<file path="src/rtl/lsu_mem_master.sv">
// Load/store initiator: decodes size/alignment, drives a req/ack word memory port with byte
// enables and lane-replicated store data, and returns extended load data to the pipeline.
module lsu_mem_master #(
  parameter int unsigned ADDR_W  = 32,
  parameter int unsigned TIMEOUT = 15
) (
  input  logic              clk,
  input  logic              reset,
  input  logic              cpu_valid,
  output logic              cpu_ready,
  input  logic              cpu_we,
  input  logic [1:0]        cpu_size,
  input  logic              cpu_unsigned,
  input  logic [ADDR_W-1:0] cpu_addr,
  input  logic [31:0]       cpu_wdata,
  output logic [31:0]       cpu_rdata,
  output logic              cpu_done,
  output logic [1:0]        cpu_exc,
  output logic              cpu_busy,
  output logic              mem_req,
  output logic              mem_we,
  output logic [3:0]        mem_be,
  output logic [ADDR_W-1:0] mem_addr,
  output logic [31:0]       mem_wdata,
  input  logic              mem_ack,
  input  logic [31:0]       mem_rdata
);

  typedef enum logic [1:0] {StIdle, StReq, StResp} state_e;

  localparam logic [7:0] CntMax = 8'(TIMEOUT - 1);

  state_e state_q, state_d;

  logic [1:0]        size_q, size_d;
  logic              uns_q, uns_d;
  logic              we_q, we_d;
  logic [1:0]        off_q, off_d;
  logic [7:0]        cnt_q, cnt_d;
  logic              mem_req_d, mem_we_d;
  logic [3:0]        mem_be_d;
  logic [ADDR_W-1:0] mem_addr_d;
  logic [31:0]       mem_wdata_d, cpu_rdata_d;
  logic              cpu_done_d;
  logic [1:0]        cpu_exc_d;

  logic        misaligned;
  logic [31:0] shifted;
  logic [31:0] load_data;

  assign cpu_ready = (state_q == StIdle) && !reset;
  assign cpu_busy  = (state_q != StIdle);

  assign misaligned = (cpu_size == 2'd2) ||
                      (cpu_size == 2'd1 && cpu_addr[0]) ||
                      (cpu_size == 2'd3 && cpu_addr[1:0] != 2'b00);

  // Halves are always even-aligned here, so one byte-granular shift serves all sizes.
  assign shifted = mem_rdata >> {off_q, 3'b000};

  always_comb begin
    unique case (size_q)
      2'd0:    load_data = {{24{~uns_q & shifted[7]}}, shifted[7:0]};
      2'd1:    load_data = {{16{~uns_q & shifted[15]}}, shifted[15:0]};
      default: load_data = mem_rdata;
    endcase
  end

  always_ff @(posedge clk) begin
    if (reset) state_q <= StIdle;
    else       state_q <= state_d;
  end

  always_comb begin
    state_d = state_q;
    unique case (state_q)
      StIdle:  if (cpu_valid) state_d = misaligned ? StResp : StReq;
      StReq:   if (mem_ack || cnt_q == CntMax) state_d = StResp;
      StResp:  state_d = StIdle;
      default: state_d = StIdle;
    endcase
  end

  always_comb begin
    size_d      = size_q;
    uns_d       = uns_q;
    we_d        = we_q;
    off_d       = off_q;
    cnt_d       = cnt_q;
    mem_req_d   = mem_req;
    mem_we_d    = mem_we;
    mem_be_d    = mem_be;
    mem_addr_d  = mem_addr;
    mem_wdata_d = mem_wdata;
    cpu_rdata_d = cpu_rdata;
    cpu_done_d  = 1'b0;
    cpu_exc_d   = 2'b00;
    unique case (state_q)
      StIdle: begin
        if (cpu_valid) begin
          size_d = cpu_size;
          uns_d  = cpu_unsigned;
          we_d   = cpu_we;
          off_d  = cpu_addr[1:0];
          cnt_d  = 8'd0;
          if (misaligned) begin
            cpu_done_d  = 1'b1;
            cpu_exc_d   = 2'b01;
            cpu_rdata_d = 32'd0;
          end else begin
            mem_req_d  = 1'b1;
            mem_we_d   = cpu_we;
            mem_addr_d = {cpu_addr[ADDR_W-1:2], 2'b00};
            unique case (cpu_size)
              2'd0: begin
                mem_be_d    = 4'b0001 << cpu_addr[1:0];
                mem_wdata_d = {4{cpu_wdata[7:0]}};
              end
              2'd1: begin
                mem_be_d    = cpu_addr[1] ? 4'b1100 : 4'b0011;
                mem_wdata_d = {2{cpu_wdata[15:0]}};
              end
              default: begin
                mem_be_d    = 4'b1111;
                mem_wdata_d = cpu_wdata;
              end
            endcase
          end
        end
      end
      StReq: begin
        if (mem_ack || cnt_q == CntMax) begin
          mem_req_d   = 1'b0;
          mem_we_d    = 1'b0;
          mem_be_d    = 4'b0000;
          cpu_done_d  = 1'b1;
          // Ack beats a coincident timeout.
          cpu_exc_d   = mem_ack ? 2'b00 : 2'b10;
          cpu_rdata_d = (mem_ack && !we_q) ? load_data : 32'd0;
        end else begin
          cnt_d = cnt_q + 8'd1;
        end
      end
      default: ;
    endcase
  end

  always_ff @(posedge clk) begin
    if (reset) begin
      size_q    <= 2'd0;
      uns_q     <= 1'b0;
      we_q      <= 1'b0;
      off_q     <= 2'd0;
      cnt_q     <= 8'd0;
      mem_req   <= 1'b0;
      mem_we    <= 1'b0;
      mem_be    <= 4'b0000;
      mem_addr  <= '0;
      mem_wdata <= 32'd0;
      cpu_rdata <= 32'd0;
      cpu_done  <= 1'b0;
      cpu_exc   <= 2'b00;
    end else begin
      size_q    <= size_d;
      uns_q     <= uns_d;
      we_q      <= we_d;
      off_q     <= off_d;
      cnt_q     <= cnt_d;
      mem_req   <= mem_req_d;
      mem_we    <= mem_we_d;
      mem_be    <= mem_be_d;
      mem_addr  <= mem_addr_d;
      mem_wdata <= mem_wdata_d;
      cpu_rdata <= cpu_rdata_d;
      cpu_done  <= cpu_done_d;
      cpu_exc   <= cpu_exc_d;
    end
  end

endmodule

</file>
<file path="config.mk">
export PLATFORM = sky130hd
export DESIGN_NAME = lsu_mem_master
export DESIGN_NICKNAME = d
export VERILOG_FILES = /design/src/rtl/lsu_mem_master.sv
export SDC_FILE = /design/constraint.sdc
export NUM_CORES = 1
export LEC_CHECK = 0
export ABC_AREA = 1
export CAP_MARGIN = 20
export CORE_ASPECT_RATIO = 0.9
export CORE_UTILIZATION = 45
export CTS_BUF_LIST = sky130_fd_sc_hd__clkbuf_8
export DETAILED_ROUTE_END_ITERATION = 8
export GPL_ROUTABILITY_DRIVEN = 0
export PLACE_DENSITY = 0.82
export SYNTH_ARGS = -nofsm -noshare
export SYNTH_HDL_FRONTEND = slang
export SYNTH_SLANG_ARGS = --single-unit
</file>
<file path="constraint.sdc">
create_clock -name clk -period 1.8 [get_ports clk]
set_input_delay 0.36 -clock clk [delete_from_list [all_inputs] [get_ports clk]]
set_output_delay 0.36 -clock clk [all_outputs]
set_load 0.05 [all_outputs]
</file>
==> results.py <==
metrics = {
    "floorplanning": {
        "core_um2": 12000,
        "die-area_um2": 12800,
        "die_height_um": 107,
        "num_rows": 38,
        "design.portCount": 211,
        "start_util_pct": 46.0,
        "dieWidth_um": 119,
    },
    "cts": {
        "clock_sinks": 119,
        "ctsResizeCount": 0,
        "hold_buffers": 0,
        "cts_setup_buffers": 0,
        "cts_root_buf": "clkbuf_8",
        "cts_buffer_depth": 2,
        "path_clk_slew_ns": 0.07,
        "cts_tree": "yes",
        "h-tree-depth": 4,
        "clk_latency_ns": 0.44,
        "cts_buffers": 17,
    },
    "placement": {
        "placed_area_um2": 7620,
        "io_buffer_count": 208,
        "dp_hpwl_mm": 12.3,
    },
    "final_layout": {
        "final_cell_mix": "nand2_1 (129), buf_4 (127), dfxtp_1 (119)",
        "fin_nets": 1100,
        "design_area_um2": 8030,
        "antenna_cells": 0,
        "final_common_cell": "nand2_1",
        "drive_above_1_share_pct": 21.2,
        "syn2layout_area_growth_pct": 45.1,
    },
    "run_status": {
        "status": "completed",
    },
    "worst_setup_path": {
        "cp_cell_sequence": "nor2_4 -> inv_2 -> nor2_2 -> buf_6",
        "cp.arrival_ns": 1.31,
        "crit_fanout": 3,
        "worst_path_max_delay_cell": "dfxtp_1",
        "critPathLaunchType": "flop",
        "required_ns": 1.44,
        "worstSetupPathType": "reg2out",
        "cp_top_family": "flip-flops",
        "path_buf_inv": 2,
        "endpoint_kind": "output pin",
        "max_stage_delay_ns": 0.37,
    },
    "synthesis": {
        "seq_area_frac_synth_pct": 43.0,
        "yosysTopAreaCellShare_pct": 43.0,
        "yosys_warnings": 0,
        "synthArstFlopShare_pct": 0,
        "synthTopCellsByArea": "dfxtp_1 (43%), a21oi_1 (9.6%), nand2_1 (8.7%)",
        "yosysUniqueCellTypes": 33,
        "synth_top_flop_cell": "dfxtp_1",
        "synth.ff_latch_count": 119,
        "postSynthCellCount": 787,
        "yosysTopAreaCell": "dfxtp_1",
        "synth-edff-count": 0,
        "synthesis.area_um2": 5540,
        "syn_area_per_cell_um2": 7.04,
    },
    "global_route": {
        "grt_max_degree": 67,
        "antenna_found_initial": 0,
        "grt_pass1_wl_mm": 27.4,
        "overflow": 0,
        "grt_usage_pct": 27.4,
        "first_global_vias": 5507,
    },
    "power": {
        "fin_total_pwr_mw": 7.33,
        "switching_power_mw": 2.48,
        "power_frac_comb_pct": 26.1,
        "p_seq_share_pct": 39.5,
        "swShare_pct": 33.8,
        "pwr-share-clk_pct": 34.4,
        "p_leak_nw": 3.56,
        "ir_worst_vdd_mv": 0.640,
        "power_density_nw_per_um2": 912,
        "internal-power_mw": 4.85,
    },
    "sta": {
        "fin_crit_sh_pct": 92.7,
        "rsz0062_at_grt": "no",
        "finalHoldViolations": 0,
        "finalCriticalPeriod_ns": 1.67,
        "setup_viol": 0,
        "fin_skew_ns": 0.0158,
        "fin_setup_tns_ns": 0,
        "clock.fmax_mhz": 599,
        "final_max_slew_viol_count": 0,
    },
    "detailed_routing": {
        "drtPass1Iterations": 5,
        "wl_per_cell_um": 14.7,
        "vias_per_cell": 5.24,
        "drc": 0,
        "drtIter0Drc": 525,
        "antenna_left": 0,
        "wl_mm": 17.1,
        "routed-via-count": 6107,
    },
    "flow_run": {
        "maxCapViolCount": 0,
    },
    "hold_path": {
        "hold_class": "in2reg",
    },
}
==> power by group through the flow <==
stage          clock, mW  sequential, mW  combinational (mW)
2_1_floorplan          0            3.43               0.685
4_1_cts             2.55            2.90                1.91
3_3_place_gp           0            2.95                1.88
5_1_grt             2.67            2.91                2.05
6_report            2.52            2.90                1.91
3_5_place_dp           0            2.95                1.90
==> through the flow <==
stage,hold WS [ns],cells,setup WS [ns],utilization (%)
global route,0.434,1166,0.0371,66.8
detailed placement,0.453,1135,-0.176,63.3
global placement,0.446,1135,-0.112,63.3
floorplan,0.431,788,0.00502,-
CTS,0.402,1166,0.00436,66.7
finish,0.424,1166,0.131,66.8
==> worst register-to-register path: stages, from the launching register on <==
cell,delay (ns)
dfxtp_1,0.36
inv_2,0.12
buf_4,0.23
nand2_1,0.20
o21ai_0,0.26
nand2_1,0.07
nand3_1,0.08
nand2_1,0.05
a21oi_1,0.11
==> per-layer routing <==
layer | up-vias | track usage [%] | share of wire (%)
met5 | - | 0 | 0
met4 | 0 | 9.76 | 2.3
met3 | 38 | 8.19 | 8.2
met2 | 290 | 46.1 | 48
met1 | 2756 | 33.1 | 41
li1 | 3023 | - | -
==> flip-flops by register name, summed over array words and instances (netlist names) <==
signal	count
mem_wdata	32
we_q	1
mem_addr	30
mem_req	1
mem_be	4
off_q	2
size_q	2
cnt_q	8
cpu_done	1
state_q	2
uns_q	1
cpu_exc	2
cpu_rdata	32
mem_we	1
==> cell type report <==
type	instances	area, um2
clock buffers	17	234
clock inverters	14	175
fillers	1045	4000
inverters	53	199
multi-input cells	565	2710
flip-flops and latches	119	2380
well taps	160	200
repair buffers	238	2130
==> kinds of logic after synthesis <==
group | synth area share, %
XOR/XNOR | 0.158
flip-flops | 43.0
buffers and inverters | 8.09
AND/OR/NAND/NOR | 27.8
AO/OA/AOI/OAI | 20.4
other | 0.0677
adder cells (fa/ha/maj) | 0.452
==> cells in the mapped netlist (2+ instances only) <==
cell      instances
o21ai_1           7
buf_4             7
buf_1             2
nor2_2            2
o21ai_0          82
buf_2            19
a31oi_1           8
dfxtp_1         119
clkbuf_1         22
inv_1            45
nand3_2           2
nand2_1         129
nand2_4           3
nor2_1          106
nor2_4            3
nand2_2          13
nand4_1           5
ha_1              2
a21oi_2          10
nand3_4           2
inv_2             7
a21oi_1         106
nand3_1          76
==> final timing paths <==
kind / startpoint / endpoint / slack, ns / depth (start not counted)
worst max-delay path: state_q[1] / cpu_ready / 0.13 / 4
worst min-delay path: reset / cpu_exc[0] / 0.42 / 3
worst min register to register: cnt_q[0] / cnt_q[0] / 0.47 / 1
worst max register to register: off_q[0] / cpu_rdata[9] / 0.26 / 8
(Power assumes the default switching activity.)
